### config.mk
export PLATFORM = sky130hd
export DESIGN_NAME = stq_fwd_ctrl
export DESIGN_NICKNAME = d
export VERILOG_FILES = /design/src/rtl/stq_fwd_ctrl.sv
export SDC_FILE = /design/constraint.sdc
export NUM_CORES = 1
export LEC_CHECK = 0
export CAP_MARGIN = 40
export CORE_MARGIN = 2
export CORE_UTILIZATION = 25
export DETAILED_ROUTE_END_ITERATION = 12
export SETUP_SLACK_MARGIN = 0.3
export SLEW_MARGIN = 10
export SYNTH_ARGS = -nofsm -noshare
export SYNTH_HDL_FRONTEND = slang
export SYNTH_SLANG_ARGS = --single-unit
export TNS_END_PERCENT = 20
### constraint.sdc
create_clock -name clk -period 5 [get_ports clk]
set_clock_uncertainty 0.05 [all_clocks]
set_input_delay 0.75 -clock clk [delete_from_list [all_inputs] [get_ports clk]]
set_output_delay 0.75 -clock clk [all_outputs]
set_load 0.01 [all_outputs]
### src/rtl/stq_fwd_ctrl.sv
// Store-queue pointer/valid-bit control with a registered store-to-load forwarding selector.
// Picks the youngest older store whose address matches the load, or flags a replay.
module stq_fwd_ctrl #(
  parameter int unsigned DEPTH = 16,
  parameter int unsigned INDEX = 4
) (
  input  logic             clk,
  input  logic             reset,
  input  logic             alloc_i,
  output logic             allocReady_o,
  output logic [INDEX:0]   allocPtr_o,
  input  logic             addrWe_i,
  input  logic [INDEX-1:0] addrWrIdx_i,
  input  logic             dataWe_i,
  input  logic [INDEX-1:0] dataWrIdx_i,
  input  logic             commit_i,
  input  logic             flush_i,
  input  logic [INDEX:0]   flushTail_i,
  input  logic             ldReq_i,
  input  logic [INDEX:0]   ldStqTail_i,
  input  logic [DEPTH-1:0] camVect_i,
  output logic             fwdValid_o,
  output logic             fwdHit_o,
  output logic [INDEX-1:0] fwdIdx_o,
  output logic             fwdDataRdy_o,
  output logic             fwdReplay_o,
  output logic [INDEX:0]   count_o
);

  localparam logic [INDEX:0] DepthP = (INDEX+1)'(DEPTH);

  logic [INDEX:0]   head_q, head_d, tail_q, tail_d, count;
  logic [INDEX-1:0] head_idx, tail_idx;
  logic             full, empty, do_alloc, do_commit;
  logic [INDEX:0]   flush_cnt, older_raw, older_cnt;
  logic [DEPTH-1:0] valid_q, valid_d, addr_valid_q, addr_valid_d, data_valid_q, data_valid_d;
  logic [DEPTH-1:0] kill;

  logic             srch_hit, srch_replay;
  logic [INDEX-1:0] srch_idx, e;

  logic             fwd_valid_q, fwd_hit_q, fwd_rdy_q, fwd_replay_q;
  logic [INDEX-1:0] fwd_idx_q;

  assign head_idx  = head_q[INDEX-1:0];
  assign tail_idx  = tail_q[INDEX-1:0];
  assign count     = tail_q - head_q;
  assign full      = (count == DepthP);
  assign empty     = (count == '0);
  assign do_alloc  = alloc_i & ~full & ~flush_i;
  assign do_commit = commit_i & ~empty;
  assign flush_cnt = flushTail_i - head_q;

  always_comb begin
    head_d       = do_commit ? head_q + 1'b1 : head_q;
    tail_d       = flush_i ? flushTail_i : (do_alloc ? tail_q + 1'b1 : tail_q);
    valid_d      = valid_q;
    addr_valid_d = addr_valid_q;
    data_valid_d = data_valid_q;
    kill         = '0;
    for (int unsigned i = 0; i < DEPTH; i++) begin
      // Entries at or beyond the recovered tail offset are squashed.
      kill[i] = (do_commit && INDEX'(i) == head_idx) ||
                (flush_i && {1'b0, INDEX'(i) - head_idx} >= flush_cnt);
      if (kill[i] || (do_alloc && INDEX'(i) == tail_idx)) begin
        valid_d[i]      = ~kill[i];
        addr_valid_d[i] = 1'b0;
        data_valid_d[i] = 1'b0;
      end else begin
        if (addrWe_i && addrWrIdx_i == INDEX'(i) && valid_q[i]) addr_valid_d[i] = 1'b1;
        if (dataWe_i && dataWrIdx_i == INDEX'(i) && valid_q[i]) data_valid_d[i] = 1'b1;
      end
    end
  end

  // A snapshot behind head wraps to a large value; such a load sees no older stores.
  assign older_raw = ldStqTail_i - head_q;
  assign older_cnt = (older_raw > DepthP) ? '0 : older_raw;

  // Walk from oldest to youngest: the last candidate wins, and only unknown
  // addresses seen after it can require a replay.
  always_comb begin
    srch_hit    = 1'b0;
    srch_replay = 1'b0;
    srch_idx    = '0;
    e           = '0;
    for (int unsigned k = 0; k < DEPTH; k++) begin
      e = head_idx + INDEX'(k);
      if (valid_q[e] && ({1'b0, INDEX'(k)} < older_cnt)) begin
        if (addr_valid_q[e]) begin
          if (camVect_i[e]) begin
            srch_hit    = 1'b1;
            srch_idx    = e;
            srch_replay = 1'b0;
          end
        end else begin
          srch_replay = 1'b1;
        end
      end
    end
  end

  always_ff @(posedge clk) begin
    if (reset) begin
      head_q       <= '0;
      tail_q       <= '0;
      valid_q      <= '0;
      addr_valid_q <= '0;
      data_valid_q <= '0;
      fwd_valid_q  <= 1'b0;
      fwd_hit_q    <= 1'b0;
      fwd_idx_q    <= '0;
      fwd_rdy_q    <= 1'b0;
      fwd_replay_q <= 1'b0;
    end else begin
      head_q       <= head_d;
      tail_q       <= tail_d;
      valid_q      <= valid_d;
      addr_valid_q <= addr_valid_d;
      data_valid_q <= data_valid_d;
      fwd_valid_q  <= ldReq_i;
      fwd_hit_q    <= ldReq_i & srch_hit;
      fwd_idx_q    <= (ldReq_i & srch_hit) ? srch_idx : '0;
      fwd_rdy_q    <= ldReq_i & srch_hit & data_valid_q[srch_idx];
      fwd_replay_q <= ldReq_i & srch_replay;
    end
  end

  assign allocReady_o = ~full;
  assign allocPtr_o   = tail_q;
  assign count_o      = count;
  assign fwdValid_o   = fwd_valid_q;
  assign fwdHit_o     = fwd_hit_q;
  assign fwdIdx_o     = fwd_idx_q;
  assign fwdDataRdy_o = fwd_rdy_q;
  assign fwdReplay_o  = fwd_replay_q;

endmodule
==> results of run 1 <==
[cells in the mapped netlist (all sizes together), types with 19 or more instances]
master,count,area (µm²)
a31oi,39,244
inv,35,131
nor2,107,402
dfxtp,66,1320
buf,29,215
o21ai,44,220
xnor2,22,234
nand3,25,125
mux4,73,1650
a21o,19,143
nor3,24,136
ha,56,701
nor2b,19,119
nand2,63,236
a21oi,63,315
[cell families after synthesis]
| logic type | share of synthesized area |
|---|---|
| fa+ha+maj | 0.0934 |
| mux | 0.236 |
| flops | 0.162 |
| simple gates | 0.189 |
| buf+inv | 0.0490 |
| compound gates | 0.231 |
| xor+xnor | 0.0393 |
[final timing paths]
| check | startpoint | end | depth (start not counted) |
|---|---|---|---|
| setup / recovery | head_q[0]$_SDFFE_PP0P_ | fwdDataRdy_o$_SDFF_PP0_ | 18 |
| hold / removal | data_valid_q[2]$_SDFFE_PP0P_ | data_valid_q[2]$_SDFFE_PP0P_ | 2 |
| setup reg to reg | head_q[0]$_SDFFE_PP0P_ | fwdDataRdy_o$_SDFF_PP0_ | 18 |
| hold reg to reg | data_valid_q[2]$_SDFFE_PP0P_ | data_valid_q[2]$_SDFFE_PP0P_ | 2 |
[per-stage QoR]
stage                     TNS (ps)  cells  hold WS, ps  worst slack, ps  area [µm²]
after floorplan                  0    925          381              301        8150
after global placement        -310   1483          423             -310        9800
after detailed placement      -322   1484          422             -322        9810
after CTS                        0   1516          436              319       10500
after global routing             0   1530          463              281       10700
final                            0   1530          432              438       10700
[timing repair]
action	in CTS	in global routing
setup buffers	13	14
hold buffers	0	0
hold endpoints to repair	0	0
pin swaps	19	9
cloned	3	0
setup endpoints to repair	1	3
gates resized for setup	40	26
[critical path: stages (launching register included)]
cell and delay, ps:
dfxtp_4 410, clkinvlp_4 140, ha_4 360, buf_4 240, mux4_2 380, mux4_2 550
o31ai_1 100, buf_4 180, nor3_4 60, nor3_2 240, o211ai_1 170, a311oi_2 330
nor3_2 60, buf_4 160, bufbuf_16 270, buf_4 130, a2111oi_4 290, a311oi_1 90
a32o_1 230
[final cells by class]
class | count | area, µm²
fill | 3394 | 21600
multi-input combinational | 781 | 6700
timing repair buffer | 188 | 1660
sequential | 66 | 1330
tap | 442 | 553
clock buffer | 10 | 239
inverter | 37 | 150
clock inverter | 6 | 62.6
[power groups by stage]
stage	clock [mW]	sequential, mW	combinational, mW
floorplan	0	0.564	0.866
global placement	0	0.572	1.27
detailed placement	0	0.572	1.29
CTS	0.669	0.562	1.36
global route	0.693	0.561	1.54
finish	0.664	0.559	1.42
[cells in the final DEF, fill, tap and decap left out, drive strengths merged, types with 9 or more instances in the layout]
cell type,n
o31ai,11
nand3,25
nand2,63
a21oi,63
clkbuf,10
inv,34
clkdlybuf4s50,58
ha,56
mux2i,17
xnor2,22
nand2b,13
mux4,73
nand4,10
o21ai,44
a21o,19
a31oi,39
and2,14
nor2b,19
o211ai,15
dfxtp,66
buf,126
xor2,9
o21a,17
nor2,107
nor3,24
[flip-flops by register name, summed over array words and instances, names as in the netlist, 4 cells and up]
name          count
addr_valid_q     16
valid_q          16
fwdIdx_o          4
allocPtr_o        5
head_q            5
data_valid_q     16
[per-layer routing]
metal,wire length [µm],global-route usage,share of wire
met4,1280,0.0813,0.040
met2,15400,0.321,0.48
met1,13000,0.241,0.41
met3,2230,0.0253,0.070
met5,0,0,0
==> results.tsv, run 1 <==
stage	metric	value	unit
outcome	status	complete, no violations	
final_layout	drive_gt1_frac	0.267	
clock_tree	clk_pin_slew_worst_paths	70	ps
power	p_total	2.65	mW
floorplanning	core-area	32300	µm²
clock_tree	cts.path.max_buffers	2	
yosys	synth-seq-cells	66	
power	vdd_ir_drop_max	0.000168	V
setup_path	crit_path_start_kind	flop	
yosys	synth_edf_count	0	
sta	maxSlewViolCount	0	
clock_tree	root_buffer	clkbuf_16	
setup_path	worstSetupEndpointType	flop	
floorplanning	initial_utilization	0.252	
power	powerDensity	248	nW/µm²
floorplanning	dieWidth	185	µm
setup_path	crit_type	reg -> reg	
yosys	ys.flop_type	dfxtp_1	
routing	drt-total-wl	31900	µm
final_layout	antenna_cells	0	
grt	grt_pass1_wl	49100	µm
setup_path	rrSetupSlack	440	ps
routing	wire_per_inst	20.9	µm
power	power_frac_comb	0.538	
floorplanning	io_pins	61	
min_path	hold_class	reg -> reg	
yosys	syn_avg_cell_area	8.81	µm²
routing	routed_via_density	5.57	
power	p_leak	3.98	nW
yosys	synthesis.nets	1026	
sta	final-setup-viol-count	0	
grt	overflow	0	
grt	antenna_found_initial	0	
yosys	syn_inst	925	
sta	period_share	0.912	
yosys	ys_types	89	
routing	dr.pass1.iters	6	
grt	grt_start_max_net_pins	42	
power	p_clk_frac	0.251	
routing	drtIter0Drc	905	
placed_design	io_buffers	60	
clock_tree	clk_latency	360	ps
clock_tree	cts_buffers	9	
sta	rsz0062_at_grt	no	
power	p_sw_frac	0.406	
sta	tightestPinTransition	740	ps
routing	drc	0	
placed_design	hpwl	25300	µm
clock_tree	htree_levels	3	
routing	antenna_left	0	
yosys	synth_area	8150	µm²
sta	period_needed	4560	ps
grt	grt_pass1_vias	8292	
grt	grt_usage	0.190	
final_layout	final_nets	1184	
placed_design	gp_congestion	1.01	
power	p_int	1.57	mW
routing	vias	8525	
sta	hold_viol_final	0	
power	p_seq_frac	0.211	
floorplanning	num_rows	66	
setup_path	critPathRequiredTime	5200	ps
yosys	synth-async-reset-ratio	0	
setup_path	arrival	4760	ps
yosys	yosys_warnings	0	
flow_run	cap_violations	0	
final_layout	area_growth_syn_to_layout	31.2	%
clock_tree	clock_sinks	66	
power	p_sw	1.07	mW
sta	clock.fmax	219	MHz
sta	relSlewSlack	0.502	
floorplanning	die_y	185	µm
clock_tree	tritoncts	done	
yosys	seq_area_frac_synth	0.162	
floorplanning	die_area	34000	µm²
setup_path	path_max_fanout	12	
final_layout	utilization	0.331	
Power figures use the tool's default switching activity.
==> inputs of run 2 (changes only) <==
--- a/config.mk
+++ b/config.mk
@@ -9,6 +9,7 @@
 export CORE_MARGIN = 2
 export CORE_UTILIZATION = 25
 export DETAILED_ROUTE_END_ITERATION = 12
+export MAX_ROUTING_LAYER = met4
 export SETUP_SLACK_MARGIN = 0.3
 export SLEW_MARGIN = 10
 export SYNTH_ARGS = -nofsm -noshare
==> results.tsv, run 2 (synthesis gave the netlist of run 1 again) <==
stage	metric	value	unit	change
grt	grt_pass1_wl	49500	µm	was 49100 µm
placed_design	gp_congestion	1.01		about the same
final_layout	drive_gt1_frac	0.254		was 0.267
setup_path	arrival	4750	ps	was 4760 ps
floorplanning	core-area	32300	µm²	unchanged
grt	antenna_found_initial	0		unchanged
sta	rsz0062_at_grt	no		unchanged
power	vdd_ir_drop_max	0.000154	V	was 0.000168 V
setup_path	path_max_fanout	5		was 12
power	p_clk_frac	0.231		was 0.251
routing	vias	8385		was 8525
outcome	status	complete, no violations		unchanged
power	p_int	1.51	mW	was 1.57 mW
final_layout	mostFrequentLayoutCells	111 x buf_4, 107 x nor2_1, 72 x mux4_2, 64 x dfxtp_1, 63 x nand2_1		was 118 x buf_4, 105 x nor2_1, 72 x mux4_2, 63 x dfxtp_1, 62 x nand2_1
sta	period_needed	4570	ps	was 4560 ps
setup_path	crit_path_start_kind	input pin		was flop
routing	dr.pass1.iters	7		was 6
flow_run	cap_violations	0		unchanged
final_layout	fill_cells	3354		was 3394
placed_design	io_buffers	60		unchanged
setup_path	worstSetupEndpointType	flop		unchanged
clock_tree	tritoncts	done		unchanged
floorplanning	dieWidth	185	µm	unchanged
placed_design	place_area	9920	µm²	was 9810 µm²
sta	maxSlewViolCount	0		unchanged
routing	drc	0		unchanged
grt	grt_start_max_net_pins	49		was 42
final_layout	utilization	0.327		was 0.331
clock_tree	clk_latency	340	ps	was 360 ps
sta	clock.fmax	219	MHz	about the same
floorplanning	io_pins	61		unchanged
power	p_sw_frac	0.410		was 0.406
final_layout	reg.largest.list	addr_valid_q (16), data_valid_q (16), valid_q (16)		unchanged
floorplanning	die_y	185	µm	unchanged
setup_path	crit_type	in -> reg		was reg -> reg
grt	grt_pass1_vias	8081		was 8292
grt	grt_usage	0.199		was 0.190
clock_tree	cts_buffers	9		unchanged
final_layout	area_growth_syn_to_layout	29.7	%	was 31.2%
floorplanning	die_area	34000	µm²	unchanged
routing	antenna_left	0		unchanged
final_layout	final_area	10600	µm²	was 10700 µm²
setup_path	reg2reg_depth	19		was 18
final_layout	antenna_cells	0		unchanged
routing	wire_per_inst	21.4	µm	was 20.9 µm
grt	overflow	0		unchanged
power	p_leak	3.95	nW	was 3.98 nW
min_path	holdPathStages	2		unchanged
power	p_sw	1.05	mW	was 1.07 mW
power	p_seq_frac	0.217		was 0.211
floorplanning	initial_utilization	0.252		unchanged
power	power_frac_comb	0.553		was 0.538
sta	relSlewSlack	0.479		was 0.502
min_path	hold_class	reg -> reg		unchanged
routing	drtIter0Drc	857		was 905
clock_tree	cts.path.max_buffers	2		unchanged
power	p_total	2.56	mW	was 2.65 mW
sta	tightestPinTransition	775	ps	was 740 ps
floorplanning	num_rows	66		unchanged
sta	period_share	0.915		was 0.912
final_layout	register_area	1330	µm²	about the same
clock_tree	hold_buffers	0		unchanged
sta	hold_viol_final	0		unchanged
setup_path	critPathRequiredTime	5180	ps	was 5200 ps
clock_tree	root_buffer	clkbuf_16		unchanged
final_layout	layout_commonest_cell	buf_4		unchanged
final_layout	final_nets	1178		was 1184
routing	drt-total-wl	32600	µm	was 31900 µm
clock_tree	clk_pin_slew_worst_paths	50	ps	was 70 ps
setup_path	rrSetupSlack	480	ps	was 440 ps
clock_tree	htree_levels	3		unchanged
final_layout	multiInputGateArea	6690	µm²	was 6700 µm²
sta	final-setup-viol-count	0		unchanged
routing	routed_via_density	5.51		was 5.57
power	powerDensity	242	nW/µm²	was 248 nW/µm²
placed_design	hpwl	26500	µm	was 25300 µm
clock_tree	clock_sinks	66		unchanged
run 2: changes by cell type in the layout (fill, tap and decap cells not counted), sizes merged:
cell	delta
buf	-4
clkinvlp	-4
bufbuf	-2
bufinv	-1
clkbuf	+1
clkinv	+1
inv	+1
run 2: cell type report:
cell class	instances	share of cell area
clock inverter	3	0.00142
multi-input combinational	781	0.633
clock buffer	11	0.0240
inverter	37	0.0133
timing repair buffer	182	0.150
tap	442	0.0523
sequential	66	0.126
run 2: path summary, 6_finish.rpt:
path,start,endpoint
setup / recovery,ldStqTail_i[0],fwdDataRdy_o$_SDFF_PP0_
hold / removal,data_valid_q[3]$_SDFFE_PP0P_,data_valid_q[3]$_SDFFE_PP0P_
setup reg to reg,head_q[0]$_SDFFE_PP0P_,fwdDataRdy_o$_SDFF_PP0_
hold reg to reg,data_valid_q[3]$_SDFFE_PP0P_,data_valid_q[3]$_SDFFE_PP0P_
run 2: metal layers:
metal  GRT usage  routed length (µm)  vias up
li1            -                   -     3883
met1       0.257               13700     4059
met2       0.332               15900      393
met3      0.0217                2250       50
met4      0.0531                 804        0
met5           -                   0        -
run 2: stage by stage:
stage                     TNS [ps]  hold slack [ps]  std cells  setup WS, ps
final                            0              428       1522           425
after global routing             0              445       1522           273
after CTS                        0              425       1515           361
after detailed placement      -460              413       1499          -346
after global placement        -461              433       1498          -298
after floorplan                  0              381        925           301
run 2: power by group through the flow:
stage          Clock [mW]  Sequential, mW  Combinational (mW)
2_1_floorplan           0           0.564               0.866
3_3_place_gp            0           0.565                1.33
6_report            0.591           0.555                1.42
4_1_cts             0.602           0.554                1.37
5_1_grt             0.628           0.555                1.53
3_5_place_dp            0           0.565                1.34
run 2: timing repair:
item                       4_1_cts  5_1_grt
pin swaps                       17       16
gates resized for setup         33       27
setup endpoints to repair        2        3
buffers inserted                 2        7
run 2: worst max-delay path: stages:
cell and delay, ps:
dlygate4sd2_1 190, inv_1 50, ha_2 180, fa_2 340
buf_6 130, xnor2_2 120, or3_4 400, mux2i_4 250
buf_4 170, mux2_4 180, o2111ai_4 110, o31ai_2 230
a221o_1 260, a31oi_2 80, nor3_4 350, buf_6 170
mux2i_1 190, mux2i_1 100, mux2_4 280, a32o_1 200
==> inputs of run 3 (changes only) <==
--- a/config.mk
+++ b/config.mk
@@ -7,9 +7,10 @@
 export LEC_CHECK = 0
 export CAP_MARGIN = 40
 export CORE_MARGIN = 2
-export CORE_UTILIZATION = 25
+export CORE_UTILIZATION = 55
 export DETAILED_ROUTE_END_ITERATION = 12
 export MAX_ROUTING_LAYER = met4
+export PLACE_DENSITY = 0.79
 export SETUP_SLACK_MARGIN = 0.3
 export SLEW_MARGIN = 10
 export SYNTH_ARGS = -nofsm -noshare
==> results.tsv, run 3 (synthesis gave the netlist of run 1 again) <==
stage	metric	value	unit	change
routing	drtIter0Drc	1053		was 857
clock_tree	clock_sinks	66		unchanged
setup_path	crit_type	in -> reg		unchanged
floorplanning	die_y	126	µm	was 185 µm
sta	maxSlewViolCount	0		unchanged
floorplanning	dieWidth	126	µm	was 185 µm
power	p_leak	3.91	nW	was 3.95 nW
routing	routed_via_density	6.92		was 5.51
final_layout	final_area	10300	µm²	was 10600 µm²
clock_tree	clk_latency	340	ps	about the same
final_layout	drive_gt1_frac	0.249		was 0.254
final_layout	mostFrequentLayoutCells	108 x buf_4, 106 x nor2_1, 72 x mux4_2, 64 x dfxtp_1, 63 x nand2_1		was 111 x buf_4, 107 x nor2_1, 72 x mux4_2, 64 x dfxtp_1, 63 x nand2_1
sta	clock.fmax	221	MHz	was 219 MHz
routing	wire_per_inst	24.5	µm	was 21.4 µm
final_layout	final_nets	1173		was 1178
setup_path	reg2reg_depth	19		unchanged
clock_tree	clk_pin_slew_worst_paths	70	ps	was 50 ps
final_layout	reg.largest.list	addr_valid_q (16), data_valid_q (16), valid_q (16)		unchanged
placed_design	place_area	9560	µm²	was 9920 µm²
clock_tree	cts.path.max_buffers	2		unchanged
setup_path	r2r_start	head_q[1]$_SDFFE_PP0P_		was head_q[0]$_SDFFE_PP0P_
power	p_total	2.75	mW	was 2.56 mW
sta	relSlewSlack	0.496		was 0.479
floorplanning	num_rows	44		was 66
setup_path	arrival	4710	ps	was 4750 ps
grt	grt_pass1_wl	47800	µm	was 49500 µm
sta	hold_viol_final	0		unchanged
final_layout	layout_commonest_cell	buf_4		unchanged
min_path	hold_start	data_valid_q[12]$_SDFFE_PP0P_		was data_valid_q[3]$_SDFFE_PP0P_
sta	whs	437	ps	was 428 ps
setup_path	critPathRequiredTime	5180	ps	about the same
grt	grt_usage	0.400		was 0.199
clock_tree	htree_levels	3		unchanged
routing	antenna_left	0		unchanged
floorplanning	io_pins	61		unchanged
power	vdd_ir_drop_max	0.000253	V	was 0.000154 V
grt	grt_pass1_vias	8302		was 8081
flow_run	cap_violations	0		unchanged
floorplanning	initial_utilization	0.563		was 0.252
placed_design	hpwl	23400	µm	was 26500 µm
grt	overflow	0		unchanged
sta	period_needed	4530	ps	was 4570 ps
routing	drt-total-wl	30900	µm	was 32600 µm
setup_path	rrSetupSlack	490	ps	was 480 ps
setup_path	worstSetupEndpointType	flop		unchanged
min_path	hold_class	reg -> reg		unchanged
sta	tightestPinTransition	750	ps	was 775 ps
grt	top_usage_layer	met2		unchanged
final_layout	fill_cells	1127		was 3354
clock_tree	root_buffer	clkbuf_16		unchanged
final_layout	utilization	0.709		was 0.327
power	powerDensity	267	nW/µm²	was 242 nW/µm²
setup_path	path_max_fanout	8		was 5
routing	dr.pass1.iters	5		was 7
routing	vias	8732		was 8385
outcome	status	complete, no violations		unchanged
floorplanning	core-area	14500	µm²	was 32300 µm²
clock_tree	hold_buffers	0		unchanged
grt	met1_usage	0.518		was 0.257
grt	grt.met3_usage	0.0552		was 0.0217
sta	final-setup-viol-count	0		unchanged
setup_path	timing.rr.end	fwdDataRdy_o$_SDFF_PP0_		unchanged
placed_design	io_buffers	60		unchanged
sta	period_share	0.906		was 0.915
clock_tree	cts_buffers	9		unchanged
sta	rsz0062_at_grt	no		unchanged
placed_design	gp_congestion	1.09		was 1.01
grt	antenna_found_initial	0		unchanged
grt	grt_start_max_net_pins	62		was 49
final_layout	register_area	1330	µm²	unchanged
floorplanning	die_area	15800	µm²	was 34000 µm²
final_layout	antenna_cells	0		unchanged
routing	drc	0		unchanged
grt	use_met2	0.633		was 0.332
clock_tree	tritoncts	done		unchanged
setup_path	critPathCapture	fwdDataRdy_o$_SDFF_PP0_		unchanged
setup_path	crit_path_start_kind	input pin		unchanged
setup_path	startpoint	ldStqTail_i[3]		was ldStqTail_i[0]
final_layout	area_growth_syn_to_layout	26.1	%	was 29.7%
final_layout	multiInputGateArea	6670	µm²	was 6690 µm²
run 3: how the worst min path moves through the flow:
stage,endpoint,cells past startpoint
after floorplan,data_valid_q[12]$_SDFFE_PP0P_,2
after global placement,data_valid_q[3]$_SDFFE_PP0P_,2
after detailed placement,data_valid_q[3]$_SDFFE_PP0P_,2
after CTS,data_valid_q[3]$_SDFFE_PP0P_,2
after global routing,data_valid_q[14]$_SDFFE_PP0P_,2
final,data_valid_q[12]$_SDFFE_PP0P_,2
run 3: worst max-delay path, cell delays in order:
cell and delay [ps]:
clkdlybuf4s50_1 410, ha_1 390, nor2_2 170, a21oi_4 50, xnor2_2 160, bufbuf_16 300
or3_4 370, and4b_2 250, buf_6 130, nor3b_2 160, o211ai_1 150, a311oi_2 320
nor3_2 60, buf_4 160, buf_8 150, mux2i_4 170, mux2i_1 90, mux2_4 270
a32o_1 210
run 3: area by class of cell:
cell class | instances | area share
multi-input cells | 781 | 0.649
flip-flops and latches | 66 | 0.129
inverters | 37 | 0.0135
well taps | 184 | 0.0224
clock inverters | 6 | 0.0111
clock buffers | 10 | 0.0223
repair buffers | 177 | 0.152
run 3: timing repair:
action | 4_1_cts | 5_1_grt
resized for setup | 28 | 23
setup endpoints to repair | 1 | 2
buffers inserted | 7 | 3
pin swaps | 14 | 12
hold endpoints to repair | 0 | 0
cloned | 1 | 0
run 3: layer usage:
metal | routed length [µm] | part of all wire
met1 | 11800 | 0.38
met2 | 14100 | 0.46
met3 | 3190 | 0.10
met4 | 1790 | 0.058
met5 | 0 | 0
run 3: metrics by stage:
step           cells  TNS, ps  setup slack [ps]
6_report        1261        0               469
3_5_place_dp    1234     -308              -308
3_3_place_gp    1232     -264              -264
5_1_grt         1261        0               310
2_1_floorplan    925        0               301
4_1_cts         1258        0               302
run 3: where the power goes:
part	internal [mW]	leakage, nW	switching, mW	total [mW]
Clock	0.489	0.159	0.264	0.753
Combinational	0.626	3.22	0.805	1.43
Sequential	0.538	0.534	0.0244	0.562
